[src/rtl/fetch_sequencer.sv]
// Program counter and fetch controller for the instruction ROM.
// Sequences execution from start to halt, applying stalls, absolute and
// relative jumps, and reports a sticky sequential-overflow flag and a
// saturating RUN-cycle counter.
module fetch_sequencer #(
  parameter int D          = 12,
  parameter int OW         = 8,
  parameter int CW         = 16,
  parameter int START_ADDR = 0
) (
  input  logic          clk,
  input  logic          reset_n,
  input  logic          start,
  input  logic          halt_req,
  input  logic          stall,
  input  logic          jump_abs,
  input  logic          jump_rel,
  input  logic [D-1:0]  target,
  input  logic [OW-1:0] offset,
  output logic [D-1:0]  prog_ctr_out,
  output logic          fetch_valid,
  output logic          busy,
  output logic          done,
  output logic          pc_overflow,
  output logic [CW-1:0] cycle_count
);

  typedef enum logic [1:0] {
    S_IDLE = 2'd0,
    S_RUN  = 2'd1,
    S_DONE = 2'd2
  } state_t;

  localparam logic [D-1:0] START_PC = D'(START_ADDR);

  state_t        state, state_n;
  logic [D-1:0]  pc, pc_n;
  logic [CW-1:0] cnt, cnt_n;
  logic          ovf, ovf_n;

  // Offset is sign-extended past D bits, then truncated so the add wraps
  // modulo 2**D whether OW is narrower or wider than D.
  logic [D+OW-1:0] off_ext;
  logic [D-1:0]    pc_rel;

  // Relative-branch target, computed modulo 2**D.
  always_comb begin
    off_ext = {{D{offset[OW-1]}}, offset};
    pc_rel  = pc + off_ext[D-1:0];
  end

  // State, PC, counter and overflow registers with asynchronous reset.
  always_ff @(posedge clk or negedge reset_n) begin
    if (!reset_n) begin
      state <= S_IDLE;
      pc    <= START_PC;
      cnt   <= '0;
      ovf   <= 1'b0;
    end else begin
      state <= state_n;
      pc    <= pc_n;
      cnt   <= cnt_n;
      ovf   <= ovf_n;
    end
  end

  // Next-state and next-PC selection; in RUN the first matching request wins.
  always_comb begin
    state_n = state;
    pc_n    = pc;
    cnt_n   = cnt;
    ovf_n   = ovf;
    unique case (state)
      S_IDLE, S_DONE: begin
        if (start) begin
          state_n = S_RUN;
          pc_n    = START_PC;
          cnt_n   = '0;
          ovf_n   = 1'b0;
        end
      end
      S_RUN: begin
        if (cnt != '1) cnt_n = cnt + 1'b1;
        if (halt_req) begin
          state_n = S_DONE;
        end else if (stall) begin
          pc_n = pc;
        end else if (jump_abs) begin
          pc_n = target;
        end else if (jump_rel) begin
          pc_n = pc_rel;
        end else if (pc == '1) begin
          state_n = S_DONE;
          ovf_n   = 1'b1;
        end else begin
          pc_n = pc + 1'b1;
        end
      end
      default: begin
        state_n = S_IDLE;
      end
    endcase
  end

  // Outputs decoded from registered state; stall alone gates fetch_valid.
  always_comb begin
    prog_ctr_out = pc;
    cycle_count  = cnt;
    pc_overflow  = ovf;
    busy         = (state == S_RUN);
    done         = (state == S_DONE);
    fetch_valid  = (state == S_RUN) && !stall;
  end

endmodule
[config.mk]
export PLATFORM = sky130hd
export DESIGN_NAME = fetch_sequencer
export DESIGN_NICKNAME = d
export VERILOG_FILES = /design/src/rtl/fetch_sequencer.sv
export SDC_FILE = /design/constraint.sdc
export NUM_CORES = 1
export LEC_CHECK = 0
export ABC_AREA = 1
export ABC_CLOCK_PERIOD_IN_PS = 1640
export BUFFER_PORTS_ARGS = -buffer_cell sky130_fd_sc_hd__buf_2
export CAP_MARGIN = 20
export CELL_PAD_IN_SITES_DETAIL_PLACEMENT = 0
export CELL_PAD_IN_SITES_GLOBAL_PLACEMENT = 1
export CORE_MARGIN = 4
export CORE_UTILIZATION = 34
export DETAILED_ROUTE_END_ITERATION = 16
export GPL_TIMING_DRIVEN = 0
export PLACE_DENSITY_LB_ADDON = 0.3
export SLEW_MARGIN = 0
export SYNTH_ARGS = -nofsm -noshare
export SYNTH_HDL_FRONTEND = slang
export SYNTH_SLANG_ARGS = --single-unit
export TNS_END_PERCENT = 30
[constraint.sdc]
create_clock -name clk -period 1.64 [get_ports clk]
set_clock_uncertainty 0.15 [all_clocks]
set_input_delay 0.246 -clock clk [delete_from_list [all_inputs] [get_ports clk]]
set_output_delay 0.246 -clock clk [all_outputs]
set_load 0.02 [all_outputs]
==> results.sh <==
export IMPL_status="finished with violations"
export IMPL_violations="negative setup slack"
export IMPL_routabilityCongestion=0.834
export IMPL_multi_input_area_sq_um=1690
export IMPL_grt_first_pass_wirelength_mm=12.0
export IMPL_worst_slack_ps=-125
export IMPL_setup_violations=26
export IMPL_diodes=0
export IMPL_initial_core_util=0.350
export IMPL_pre_cts_ws_ps=-421
export IMPL_cp_data_arrival_time_ps=1370
export IMPL_worst_path_buf_inv=4
export IMPL_postRouteAntennaNets=0
export IMPL_synth_edf_count=0
export IMPL_start_kind="flop"
export IMPL_yosysSeqAreaShare=0.324
export IMPL_grt_max_degree=32
export IMPL_criticalPathCategory="reg -> out"
export IMPL_min_path_type="in -> reg"
export IMPL_fmax_ghz=0.566
export IMPL_period_share=1.08
export IMPL_endpoint="fetch_valid"
export IMPL_grt_pass1_vias=2584
export IMPL_fillers=693
export IMPL_die_width_microns=91.9
export IMPL_use_met3=0.0304
export IMPL_required_ps=1240
export IMPL_finalSetupTns_ps=-1510
export IMPL_slew_headroom=0.525
export IMPL_switching_share=0.452
export IMPL_die_y_microns=91.9
export IMPL_slowest_stage="dfrtp_1"
export IMPL_root_buffer="clkbuf_8"
export IMPL_grt_busiest_layer="met2"
export IMPL_drt_iter0_drc=100
export IMPL_r2r_start="state[1]"
export IMPL_core_area_sq_um=6830
export IMPL_p_int_mw=2.54
export IMPL_ff2ff_setup_slack_ps=-110
export IMPL_overflow=0
export IMPL_maxSlewViolCount=0
export IMPL_met2_usage=0.321
export IMPL_drt_total_wl_mm=7.33
export IMPL_netlist_instances=359
export IMPL_cp_end_kind="output port"
export IMPL_ys_warn_count=0
export IMPL_critPathTopFamily="buffers and inverters"
export IMPL_power_frac_comb=0.603
export IMPL_cpPeakStageDelay_ps=420
export IMPL_num_nets_final=489
export IMPL_cp_num_cells=6
export IMPL_routed_via_density=4.70
export IMPL_syn_area_per_cell_sq_um=6.66
export IMPL_routedWlPerCell_microns=13.3
export IMPL_path_cells="nor2_4 > buf_6 > inv_1 > buf_8 > nor2_4 > buf_6"
export IMPL_clockPowerShare=0.138
export IMPL_synthTopCellsByArea="dfrtp_1 (32%), nand2_1 (18%), inv_1 (6.9%)"
export IMPL_grtUsageTotal=0.177
export IMPL_p_leak_nw=1.83
export IMPL_syn_nets=395
export IMPL_worstMarginPinSlew_ps=713
export IMPL_worstPathMaxFanout=10
export IMPL_finalHoldViolCount=0
export IMPL_firstDrtPassIters=4
export IMPL_cts_sinks=31
export IMPL_power_density_nw_per_um2=1310
export IMPL_num_rows=30
export IMPL_synth_cell_types=33
export IMPL_rr_endpoint="cycle_count[12]"
export IMPL_synth_top_area_frac=0.324
export IMPL_drive_above_1_share=0.416
export IMPL_vias=2586
export IMPL_cp_startpoint="state[1]"
export IMPL_route_detailed_drc=0
export IMPL_clock_latency_ps=290
export IMPL_cts_made_buffers=5
export IMPL_p_seq_frac=0.259
export IMPL_htreeDepth=2
export IMPL_regArea_sq_um=788
export IMPL_dp_hpwl_mm=5.33
export IMPL_io_pins=59
export IMPL_yosys_register_bits=31
export IMPL_portBuffers=58
export IMPL_power_mw=4.64
export IMPL_synth_top_cell_by_area="dfrtp_1"
export IMPL_clkTransAtPathRegs_ps=70
export IMPL_worst_r2r_cell_count=11
export IMPL_vdd_ir_drop_max_v=0.000761
export IMPL_grtUsageMet1=0.215
export IMPL_p_sw_mw=2.10
export IMPL_synth_area_sq_um=2390
export IMPL_synth_main_ff_cell="dfrtp_1"
export IMPL_area_delta_synth_final_pct=47.5
export IMPL_layout_min_cycle_time_ps=1770
export IMPL_postSynth_asyncResetShare=1.00
export IMPL_die_area_sq_um=8440
export IMPL_cap_violations=0
export IMPL_synthTopCellsByCount="nand2_1 (114), inv_1 (44), nor2_1 (39)"
export IMPL_cts_tree="yes"
export IMPL_clockBufferDepth=2
export IMPL_antenna_found_initial=0
export IMPL_yosysMostFrequentCell="nand2_1"
export IMPL_rsz0062_at_grt="true"
[through the flow]
stage          hold WS, ps  utilization  instance area [sq um]  std cells
2_1_floorplan         -200            -                   2510        359
3_3_place_gp           192        0.428                   2920        513
3_5_place_dp           199        0.428                   2920        513
4_1_cts               89.8        0.499                   3410        544
5_1_grt                124        0.516                   3530        550
6_report              88.2        0.516                   3530        550
[routing by layer]
metal  share of wire  wire (microns)  vias up
li1                -               -     1331
met1            0.42            3100     1192
met2            0.53            3850       57
met3           0.041             303        6
met4           0.010              76        0
met5               0               0        -
[how the worst min path moves through the flow]
stage | from | to | slack [ps] | cells past startpoint
2_1_floorplan | reset_n | cycle_count[0] | -200 | 0
3_3_place_gp | reset_n | cycle_count[13] | 190 | 1
3_5_place_dp | reset_n | cycle_count[11] | 200 | 1
4_1_cts | target[4] | prog_ctr_out[4] | 90 | 3
5_1_grt | stall | state[0] | 120 | 3
6_report | target[2] | prog_ctr_out[2] | 90 | 3
[worst register-to-register path: stages (launching register included)]
cell and delay, ps:
dfrtp_1 420, nor2_4 160, buf_6 110, nand3_2 50, nor2_2 90, nand4_1 130
nand2_2 130, nand2_4 100, buf_12 170, clkinv_8 60, nand2_2 40, o21ai_1 70
[sequential cells by signal, indices dropped and copies added (netlist names)]
register,count
prog_ctr_out,12
cycle_count,16
state,2
pc_overflow,1
[final cells by class]
type / instances / area share
repair buffers: 86 / 0.157
repair inverters: 1 / 0.00461
inverters: 48 / 0.0546
well taps: 96 / 0.0340
multi-input cells: 273 / 0.479
clock inverters: 1 / 0.00142
flip-flops and latches: 31 / 0.223
clock buffers: 7 / 0.0245
plain buffers: 7 / 0.0209
[logic make-up after synthesis]
logic type      after synthesis  synth area share
simple gates                205             0.362
buf+inv                      55            0.0926
compound gates               44             0.115
flops                        31             0.324
xor+xnor                     14            0.0513
fa+ha+maj                     9            0.0502
mux                           1           0.00418
[cells in the final DEF (no fill, tap or decap), types with 5 or more instances in the layout]
| cell | netlist | routed |
|---|---|---|
| inv_2 | 4 | 7 |
| nand2_2 | 1 | 21 |
| nand3_1 | 32 | 24 |
| xor2_1 | 11 | 11 |
| clkbuf_8 | 0 | 6 |
| nand3_2 | 0 | 7 |
| nand4_1 | 5 | 5 |
| o21ai_2 | 5 | 6 |
| o21ai_0 | 19 | 9 |
| ha_4 | 0 | 7 |
| buf_2 | 3 | 57 |
| dfrtp_1 | 31 | 21 |
| a21oi_2 | 1 | 6 |
| o21ai_1 | 4 | 13 |
| buf_4 | 1 | 24 |
| buf_6 | 1 | 6 |
| nand2_1 | 114 | 91 |
| inv_1 | 44 | 40 |
| nor2_1 | 39 | 34 |
| dfrtp_2 | 0 | 10 |
[power groups by stage]
stage / registers [mW] / clock network, mW / logic, mW
finish: 1.20 / 0.637 / 2.80
global route: 1.23 / 0.681 / 3.07
CTS: 1.21 / 0.653 / 2.64
detailed placement: 1.24 / 0 / 1.99
global placement: 1.25 / 0 / 1.96
floorplan: 1.39 / 0 / 1.23
[timing repair]
item / in CTS / in global routing
pin swaps: 25 / 8
gates cloned: 2 / 0
resized for setup: 66 / 23
endpoints found under the setup margin: 31 / 31
endpoints found under the hold margin: 31 / 0
hold buffers: 1 / 0
buffers inserted: 20 / 6
Power figures use the tool's default switching activity.
